`src/rtl/phased_cache_ctrl.sv`:
```
// Lookup/fill controller for a 2-way, 4-set phased cache.
// Phase 1 reads tag and valid bits of both ways. Phase 2 reads data from the hit way only.
// On a miss the controller fetches the line from memory and fills a victim way.
//
// state | meaning
// IDLE  | ready for a new request
// TAG   | compare tags and valid bits of both ways
// DATA  | read data from the hit way
// MISS  | memory request outstanding
// FILL  | write the victim way
// RESP  | one-cycle response pulse
module phased_cache_ctrl #(
   parameter int ADDR_W = 8,
   parameter int DATA_W = 8
) (
   input  logic              clk,
   input  logic              reset,
   input  logic              req_valid,
   input  logic [ADDR_W-1:0] req_addr,
   output logic              req_ready,
   output logic              resp_valid,
   output logic [DATA_W-1:0] resp_data,
   output logic              resp_hit,
   output logic [1:0]        index,
   output logic [3:0]        index_dec,
   output logic              tag_rd_en,
   output logic [1:0]        data_rd_en,
   input  logic              valid_in0,
   input  logic              valid_in1,
   input  logic [ADDR_W-3:0] tag_in0,
   input  logic [ADDR_W-3:0] tag_in1,
   input  logic [DATA_W-1:0] data_in0,
   input  logic [DATA_W-1:0] data_in1,
   output logic [1:0]        load,
   output logic [ADDR_W-3:0] fill_tag,
   output logic [DATA_W-1:0] fill_data,
   output logic              mem_req,
   output logic [ADDR_W-1:0] mem_addr,
   input  logic              mem_ack,
   input  logic [DATA_W-1:0] mem_data
);

   typedef enum logic [2:0] {IDLE, TAG, DATA, MISS, FILL, RESP} state_t;

   state_t            state, state_nxt;
   logic [ADDR_W-1:0] addr_q;
   logic [3:0]        lru;
   logic              hit_way;
   logic              victim;
   logic              hit0, hit1;
   logic              victim_sel;

   assign index     = addr_q[1:0];
   assign index_dec = 4'b0001 << index;
   assign fill_tag  = addr_q[ADDR_W-1:2];
   assign mem_addr  = addr_q;

   assign hit0 = valid_in0 && (tag_in0 == addr_q[ADDR_W-1:2]);
   assign hit1 = valid_in1 && (tag_in1 == addr_q[ADDR_W-1:2]);

   // Fill an invalid way first; only fall back to LRU when the set is full.
   assign victim_sel = !valid_in0 ? 1'b0 :
                       !valid_in1 ? 1'b1 : lru[index];

   // State register.
   always_ff @(posedge clk or negedge reset) begin
      if (!reset) state <= IDLE;
      else        state <= state_nxt;
   end

   // Next state and decoded array/memory strobes.
   always_comb begin
      state_nxt  = state;
      req_ready  = 1'b0;
      resp_valid = 1'b0;
      tag_rd_en  = 1'b0;
      data_rd_en = 2'b00;
      mem_req    = 1'b0;
      load       = 2'b00;
      case (state)
         IDLE: begin
            // Gated by reset so every output except index_dec is low while in reset.
            req_ready = reset;
            if (req_valid) state_nxt = TAG;
         end
         TAG: begin
            tag_rd_en = 1'b1;
            state_nxt = (hit0 || hit1) ? DATA : MISS;
         end
         DATA: begin
            data_rd_en = hit_way ? 2'b10 : 2'b01;
            state_nxt  = RESP;
         end
         MISS: begin
            mem_req = 1'b1;
            if (mem_ack) state_nxt = FILL;
         end
         FILL: begin
            load      = victim ? 2'b10 : 2'b01;
            state_nxt = RESP;
         end
         RESP: begin
            resp_valid = 1'b1;
            state_nxt  = IDLE;
         end
         default: state_nxt = IDLE;
      endcase
   end

   // Request latch, way selection, LRU and data capture.
   always_ff @(posedge clk or negedge reset) begin
      if (!reset) begin
         addr_q    <= '0;
         lru       <= 4'b0000;
         hit_way   <= 1'b0;
         victim    <= 1'b0;
         resp_data <= '0;
         resp_hit  <= 1'b0;
         fill_data <= '0;
      end else begin
         case (state)
            IDLE: if (req_valid) addr_q <= req_addr;
            TAG: begin
               // Way 0 wins if both ways claim a hit.
               hit_way <= !hit0;
               victim  <= victim_sel;
            end
            DATA: begin
               resp_data  <= hit_way ? data_in1 : data_in0;
               resp_hit   <= 1'b1;
               lru[index] <= ~hit_way;
            end
            MISS: if (mem_ack) begin
               fill_data <= mem_data;
               resp_data <= mem_data;
            end
            FILL: begin
               resp_hit   <= 1'b0;
               lru[index] <= ~victim;
            end
            default: ;
         endcase
      end
   end

endmodule
```
`config.mk`:
```
export PLATFORM = sky130hd
export DESIGN_NAME = phased_cache_ctrl
export DESIGN_NICKNAME = d
export VERILOG_FILES = /design/src/rtl/phased_cache_ctrl.sv
export SDC_FILE = /design/constraint.sdc
export NUM_CORES = 1
export LEC_CHECK = 0
export CAP_MARGIN = 0
export CELL_PAD_IN_SITES_DETAIL_PLACEMENT = 1
export CELL_PAD_IN_SITES_GLOBAL_PLACEMENT = 1
export CORE_MARGIN = 2
export CORE_UTILIZATION = 31
export DETAILED_ROUTE_END_ITERATION = 12
export HOLD_SLACK_MARGIN = 0.06
export PLACE_DENSITY_LB_ADDON = 0.1
export SYNTH_ARGS = -nofsm -noshare
export SYNTH_HDL_FRONTEND = slang
export SYNTH_SLANG_ARGS = --single-unit
```
`constraint.sdc`:
```
create_clock -name clk -period 3.3 [get_ports clk]
set_input_delay 0.33 -clock clk [delete_from_list [all_inputs] [get_ports clk]]
set_output_delay 0.33 -clock clk [all_outputs]
set_load 0.01 [all_outputs]
```
* Yosys cells after proc, flatten, opt, wreduce, memory -nomap -nowiden *
Cells that the tools add are included.

cells by class
  $lt $le $gt $ge = 2
  equal/unequal tests = 9
  add/subtract/negate cells = 0
  bitwise gates (word level) = 2
  $mul = 0
  div/mod/pow operators = 0
  shift operators = 1
  reductions and logical operators = 13
  mux-type cells = 25

operator list
  operator                                                                       number
  8-bit 2-to-1 mux                                                               2
  8-bit one-hot mux with 2 select lines                                          1
  6-bit == test                                                                  2
  3-bit one-hot mux with 4 select lines                                          1
  1-bit 2-to-1 mux                                                               9
  4-bit bitwise mux                                                              2
  2-bit 2-to-1 mux                                                               4
  4-bit one-hot mux with 2 select lines                                          1
  2-bit AND reduction                                                            4
  3-bit by 2-bit == test with 1-bit output (second input constant)               2
  3-bit == test (second input constant)                                          2
  3-bit 2-to-1 mux                                                               2
  2-bit inequality test (second input constant)                                  2
  2-bit nonzero test                                                             2
  1-bit by 2-bit << shifter with 4-bit output (first input constant)             1
  3-bit by 1-bit == test with 1-bit output (second input constant)               1
  1-bit logical AND                                                              3
  3-bit zero test                                                                1
  2-bit by 3-bit less-than comparator with 1-bit output (second input constant)  1
  1-bit binary-select mux with 2-bit select                                      1
  1-bit demux with 2-bit select                                                  1
  2-bit by 1-bit >= comparator with 1-bit output (second input constant)         1
  1-bit NOT                                                                      2
  1-bit one-hot mux with 2 select lines                                          1
  3 further kinds                                                                3

storage, ports and cells
  output and inout port bits = 45
  latch bits = 0
  memories kept = 0
  bits in registers = 34
  memory bits (read-only) = 0
  word-level logic and storage cells = 60
  memory bits (writable) = 0

* Longest topological paths before layout *
Gate-level depths: netlist of run 1.

  depth after elaboration = 6
  mapped depth = 6
  mapped depth without buffers = 4

* Worst setup path after synthesis of run 1 *
OpenSTA, ideal clock, no wires.

  path type = register -> register
  start = reg state[1]
  end = reg addr_q[0], in the netlist mem_addr[0]
  setup time = 0.125 ns
  period minus slack after synthesis = 1.445 ns
  path buffers = 2
  data arrival time = 1.320 ns
  cell stages (with the launch flop) = 6
  required time = 3.175 ns
  path slack = 1.855 ns
  cells stage by stage = dfrtp_1 > buf_4 > nor3_1 > and2_1 > buf_2 > mux2_2

on the way
  word-level cells in the longest chain between the ends = 2

ends and longest elaborated chain
  what                           line  source
  from (decl)                    45    state_t state, state_nxt;
  from (signal assigned)         68    else state <= state_nxt;
  3-bit zero test                121   case (state)
  2-bit AND reduction (no line)  n/a
  to (signal assigned)           122   IDLE: if (req_valid) addr_q <= req_addr;
  to (decl)                      46    logic [ADDR_W-1:0] addr_q;

No other way between the ends.
A chain may end at the register's enable or synchronous reset.

* Worst setup path in the final report of run 1 *
  start = reg state[0]
  end = out tag_rd_en

on the way
  word-level cells in the longest chain between the ends = 2

ends and longest elaborated chain
  what                                      line  source
  3-bit by 1-bit == test with 1-bit output  80    case (state)
  1-bit 2-to-1 mux                          80
  to (decl)                                 26    output logic tag_rd_en,

No other way between the ends.

==> out/qor.yml, run 1 <==
max-clock-path-buffers: 2
run_status: "finished, final reports clean"
most_frequent_cell_after_synthesis: "dfrtp_1"
antenna-diode-count: 0
wire_per_inst_um: 15.2
cp_num_buf_inv: 3
detailedPlace.worstSlack_ps: 1230
slew_headroom_pct: 59.4
via_count_of_the_first_global_routing_pass: 1618
synth_area_per_cell_um2: 10.4
post_cts_hold_buffer_count: 0
yosysSeqAreaShare_pct: 47.1
post_route_cells_drive_above_1_share_pct: 13.4
netlist-cell-type-count: 30
worst_slew_pin_slew_ps: 608
synth_area_leaders: "dfrtp_1, mux2_2, o21ai_0"
rsz0062_at_grt: "false"
synth_seq_cells: 34
groute.layer.met1.usage_pct: 20.8
synthDominantCellAreaShare_pct: 47.1
cts.htree.levels: 2
setup_viol: 0
start_util_pct: 32.4
design.die.area_um2: 6450
clkTransAtPathRegs_ps: 70
area_growth_pct: 56.7
timing_max_transition_violations_final: 0
global_route.usage.met2_pct: 26.0
crit_chain: "inv_4 -> or3_1 -> inv_1 -> clkdlybuf4s50_1"
utilization_pct: 50.8
synthCells: 173
min_path_type: "in2async"
power_density_nw_per_um2: 894
critical_path_fanout_max: 9
drtPass1Iterations: 2
fp.dieW_um: 80.3
worstReg2RegEnd: "mem_addr[6]"
vdd_drop_max_mv: 0.405
synthesis.nets: 223
cts_setup_buffers: 0
synth_area_um2: 1810
cts-buffers-inserted: 5
detail_route.vias_per_cell: 4.67
yosysWarningCount: 0
cell_taking_the_most_area_after_synthesis: "dfrtp_1"
drtAntennaViolNets: 0
gpl.final_weighted_congestion: 0.718
critical_path.top_delay_family: "buffers and inverters"
post-layout-total-power_mw: 2.53
final_net_count: 310
met3_usage_pct: 4.61
placementRows: 27
worst-endpoint-arrival_ps: 2050
netlist_top_cells_count: "dfrtp_1, o21ai_0, nand2_1"
setup_slack_ps: 916
r2r-start: "state[0]"
synth_async_sr_flop_share_pct: 100
clock-skew-final_ps: 8.45
fp.coreArea_um2: 5570
place_hpwl_um: 3910
drt_first_iter_violations: 69
grt.total_usage_pct: 16.5
period_minus_slack_ps: 2380
totalWireLength_um: 5080
place.port_buffers: 94
grt_first_pass_wirelength_um: 7870
fmax_mhz: 419
remaining_drc_errors: 0
p_leak_nw: 1.22
gr-total-overflow: 0
crit_path_end_kind: "output port"
post-route-period-util_pct: 72.2
clk_root_buffer_cell: "clkbuf_8"
timing.critical_path.slowest_cell_delay_ps: 570
cts-resized-gates: 0
synth_flop_cell: "dfrtp_1"
regToRegSetupSlack_ps: 1610
criticalPathCategory: "reg2out"
required_time_of_the_critical_path_ps: 2970
setup.worst_path.start_class: "register"
totalNegativeSetupSlack_ps: 0
worstSkewPairLatency_ps: 290
cpMaxStageDelayCell: "dfrtp_1"
hold_violations: 0
route.vias.total: 1555
num-fill-cells: 653
boundaryPins: 95
drv.max_cap_violation_count: 0
die_height_um: 80.3
grt-busiest-layer: "met2"
numClockSinks: 34
number_of_enable_flip_flop_cells_after_synthesis: 0
worstRegToRegCells: 3
tritoncts: "done"
largest_net_degree_at_the_start_of_global_routing: 35
antenna_found_initial: 0
## layout by cell type, fill, tap and decap left out
master	synthesis	routed
a21oi_1	1	1
and2_1	3	3
and3_1	3	3
buf_2	5	1
buf_4	9	2
clkbuf_1	1	1
clkbuf_8	0	6
clkdlybuf4s50_1	0	93
clkinv_2	0	1
dfrtp_1	34	34
inv_1	3	3
inv_2	1	1
inv_4	1	1
mux2_2	20	20
mux2i_1	8	8
mux4_2	1	1
nand2_1	22	22
nand2_2	1	1
nand3_1	3	3
nand3b_4	1	1
nand4_1	2	2
nor2_1	5	5
nor2b_1	3	3
nor3_1	3	3
nor3b_1	1	1
nor4_1	2	2
o21ai_0	23	23
o21ai_1	1	1
o31ai_1	1	1
or3_1	1	1
xnor2_1	6	6
xor2_1	7	7
## flip-flops by register name, indices dropped and copies added (netlist names)
register,flops
fill_data,8
mem_addr,8
resp_data,8
lru,4
state,3
hit_way,1
resp_hit,1
victim,1
## metal layers
layer / wire, µm / up-vias / part of all wire (%)
met5: 0 / - / 0
met3: 276 / 10 / 5.4
met4: 105 / 0 / 2.1
li1: - / 762 / -
met1: 2200 / 735 / 43
met2: 2500 / 48 / 49
## worst max-delay path by stage
stage / from / to / slack (ps) / depth (start not counted)
3_5_place_dp: state[0] / tag_rd_en / 1230 / 4
3_3_place_gp: state[0] / tag_rd_en / 1250 / 4
4_1_cts: state[0] / tag_rd_en / 890 / 4
6_report: state[0] / tag_rd_en / 920 / 4
5_1_grt: state[0] / tag_rd_en / 780 / 4
2_1_floorplan: state[1] / mem_addr[0] / 1860 / 5
## through the flow
| stage | cell area, µm² | cells | hold slack (ps) |
|---|---|---|---|
| after floorplan | 1810 | 173 | 34.4 |
| after global placement | 2740 | 325 | 426 |
| after detailed placement | 2740 | 325 | 428 |
| after CTS | 2830 | 333 | 108 |
| after global routing | 2830 | 333 | 130 |
| final | 2830 | 333 | 84.0 |
## power breakdown
group	leakage [nW]	switching (mW)	internal [mW]
clock network	0.0482	0.154	0.168
registers	0.411	0.244	0.623
logic	0.760	0.544	0.798
## kinds of logic (layout without fill, tap and decap cells)
family / Yosys count / count (layout) / share of synthesized area (%)
XOR/XNOR: 13 / 13 / 6.30
AND/OR/NAND/NOR: 50 / 50 / 14.0
buffers and inverters: 21 / 109 / 7.13
flip-flops: 34 / 34 / 47.1
AO/OA/AOI/OAI: 26 / 26 / 7.34
multiplexers: 29 / 29 / 18.1
## area by class of cell
class	instances	area (µm²)	share of cell area (%)
Multi-Input combinational cell	118	827	29.2
Tap cell	72	90.1	3.18
Inverter	5	21.3	0.751
Clock inverter	1	5.00	0.177
Clock buffer	7	86.3	3.05
Timing Repair Buffer	96	951	33.6
Sequential cell	34	851	30.0
No activity file was read; power rests on OpenSTA's default activity.
==> run 2, diff against run 1 <==
--- a/config.mk
+++ b/config.mk
@@ -9,7 +9,7 @@
 export CELL_PAD_IN_SITES_DETAIL_PLACEMENT = 1
 export CELL_PAD_IN_SITES_GLOBAL_PLACEMENT = 1
 export CORE_MARGIN = 2
-export CORE_UTILIZATION = 31
+export CORE_UTILIZATION = 26
 export DETAILED_ROUTE_END_ITERATION = 12
 export HOLD_SLACK_MARGIN = 0.06
 export PLACE_DENSITY_LB_ADDON = 0.1
==> constraint.sdc (replaced) <==
create_clock -name clk -period 2.08 [get_ports clk]
set_input_delay 0.208 -clock clk [delete_from_list [all_inputs] [get_ports clk]]
set_output_delay 0.208 -clock clk [all_outputs]
set_load 0.01 [all_outputs]
==> run 2 against run 1 <==
Net effect:
- non-clock buffer count increased by 5
- utilization is 7.9 points lower
- setup slack worse by 840 ps
- count of clock-buffer cells in the layout increased by 1
- worst hold slack improved by 390 ps
- clock skew down 5.7 ps
- combinational power grew 68%
- sequential power up 50%
- flip-flop and latch count unchanged
- first-iteration DRC count down 67%
==> out/qor.yml, run 2 (synthesis gave the netlist of run 1 again) <==
run_status: "finished, final reports clean"
seq_area_um2: 852  # +0.15%
groute.layer.met1.usage_pct: 17.3  # -3.5 points
clkTransAtPathRegs_ps: 70  # about the same
clock-skew-final_ps: 2.79  # -5.66 ps
tritoncts: "done"
placementRows: 30  # +11%
seqPwrFrac_pct: 31.5  # -2.7 points
worst-endpoint-arrival_ps: 1790  # -260 ps
combinationalPowerShare_pct: 54.4  # +1.4 points
layout.cells.non_filler: 346  # +3.9%
worstSkewPairLatency_ps: 280  # about the same
grt_first_pass_wirelength_um: 8140  # +3.3%
timing.hold.worst_endpoint: "resp_data[2]"
crit_path_end_kind: "output port"
fmax_mhz: 500
whs_path_depth: 2
multi_input_comb_area_um2: 827  # unchanged
die_height_um: 87.4  # +8.7%
setup_viol: 0  # unchanged
area_growth_pct: 60.6
setup.worst_path.start_class: "register"
route.vias.total: 1583  # +1.8%
via_count_of_the_first_global_routing_pass: 1696  # +4.8%
critical_path_fanout_max: 9  # unchanged
worst_slew_pin_slew_ps: 456  # -152 ps
mostFrequentLayoutCells: "clkdlybuf4s50_1, dfrtp_1, o21ai_0"
worstHoldStart: "resp_data[2]"
antenna-diode-count: 0  # unchanged
required_time_of_the_critical_path_ps: 1870  # -1100 ps
place_hpwl_um: 3930  # +0.68%
drv.max_cap_violation_count: 0  # unchanged
p_leak_nw: 1.25  # +2.5%
max-clock-path-buffers: 2  # unchanged
design.die.area_um2: 7630  # +18%
start_util_pct: 26.7  # -5.7 points
regToRegSetupSlack_ps: 380  # -1230 ps
switching_fraction_pct: 36.1  # -1.1 points
place.port_buffers: 94  # unchanged
period_minus_slack_ps: 2000
fp.coreArea_um2: 6760  # +21%
final_net_count: 315  # +1.6%
timing_max_transition_violations_final: 0  # unchanged
fp.dieW_um: 87.4  # +8.7%
met3_usage_pct: 4.64  # +0.038 points
drtPass1Iterations: 4  # +2
antenna_found_initial: 0  # unchanged
detail_route.vias_per_cell: 4.58  # -2.0%
gpl.final_weighted_congestion: 0.702  # -2.2%
drtAntennaViolNets: 0  # unchanged
power_density_nw_per_um2: 1420  # +59%
cts.htree.levels: 2  # unchanged
slew_headroom_pct: 69.6  # +10 points
boundaryPins: 95  # unchanged
post_route_cells_drive_above_1_share_pct: 15.4  # +2.0 points
num-fill-cells: 771  # +18%
grt-busiest-layer: "met2"
place.detailed.instances: 336  # +3.4%
worstRegToRegCells: 4  # +1
clk_root_buffer_cell: "clkbuf_8"
grt.total_usage_pct: 13.8  # -2.6 points
hold_violations: 0  # unchanged
gr-total-overflow: 0  # unchanged
netSwitchingPower_mw: 1.49  # +58%
remaining_drc_errors: 0  # unchanged
rsz0062_at_grt: "true"
criticalPathCategory: "reg2out"
post-layout-total-power_mw: 4.13  # +63%
min_path_type: "reg2reg"
worstReg2RegEnd: "mem_addr[5]"
cts-buffers-inserted: 5  # unchanged
largest_net_degree_at_the_start_of_global_routing: 35  # unchanged
totalWireLength_um: 5170  # +1.8%
global_route.usage.met2_pct: 23.0  # -3.0 points
intPower_mw: 2.64  # +66%
drt_first_iter_violations: 23  # -67%
post-route-period-util_pct: 96.1
r2r-start: "state[0]"
vdd_drop_max_mv: 0.521  # +29%
numClockSinks: 34  # unchanged
wire_per_inst_um: 14.9  # -2.1%
most_common_cell_after_layout_fill_and_taps_aside: "clkdlybuf4s50_1"
power.clock.fraction_pct: 14.1  # +1.4 points
-- run 2: worst max-delay path by stage --
stage,cells past startpoint,to,start
6_report,3,tag_rd_en,state[1]
5_1_grt,4,req_ready,state[0]
4_1_cts,3,tag_rd_en,state[1]
3_5_place_dp,3,data_rd_en[0],state[1]
3_3_place_gp,3,tag_rd_en,state[1]
2_1_floorplan,5,mem_addr[0],state[1]
-- run 2: per-stage QoR --
stage	TNS [ps]	setup WS (ps)	utilization, %	hold WS [ps]	cell area (µm²)
5_1_grt	-119	-62.7	42.9	509	2900
2_1_floorplan	0	635	-	-87.6	1810
3_5_place_dp	0	304	41.0	344	2770
4_1_cts	0	38.6	42.8	487	2890
6_report	0	80.3	42.9	475	2900
3_3_place_gp	0	330	41.0	363	2770
-- run 2: critical path, stage by stage, from the launching register on --
cell and delay, ps:
dfrtp_2 480, or3_1 420, inv_1 70, clkdlybuf4s50_1 540
-- run 2: power by group through the flow --
stage	combinational (mW)	sequential [mW]	clock (mW)
final	2.25	1.30	0.582
after detailed placement	2.27	1.33	0
after floorplan	1.18	1.34	0
after global placement	2.26	1.31	0
after CTS	2.28	1.32	0.604
after global routing	2.47	1.37	0.632
-- run 2: per-layer routing --
metal | vias to the layer above | part of all wire, %
met5 | - | 0
met4 | 0 | 0.89
met3 | 7 | 7.5
met2 | 64 | 48
met1 | 744 | 44
li1 | 768 | -
-- run 2: area by class of cell --
class / count / area share, %
well taps: 80 / 3.45
clock buffers: 8 / 3.79
repair buffers: 101 / 34.2
inverters: 5 / 0.733
flip-flops and latches: 34 / 29.4
multi-input cells: 118 / 28.5
-- run 2: repair_timing --
action,4_1_cts,5_1_grt
hold buffers,1,0
hold endpoints to repair,34,0
buffers inserted,0,1
endpoints found under the setup margin,2,3
gates resized for setup,1,0
==> run 3, diff against run 2 <==
--- a/config.mk
+++ b/config.mk
@@ -13,6 +13,7 @@
 export DETAILED_ROUTE_END_ITERATION = 12
 export HOLD_SLACK_MARGIN = 0.06
 export PLACE_DENSITY_LB_ADDON = 0.1
+export SLEW_MARGIN = 20
 export SYNTH_ARGS = -nofsm -noshare
 export SYNTH_HDL_FRONTEND = slang
 export SYNTH_SLANG_ARGS = --single-unit
==> results of run 3 <==
No change in the layout: final DEF, timing and power equal those of run 2.
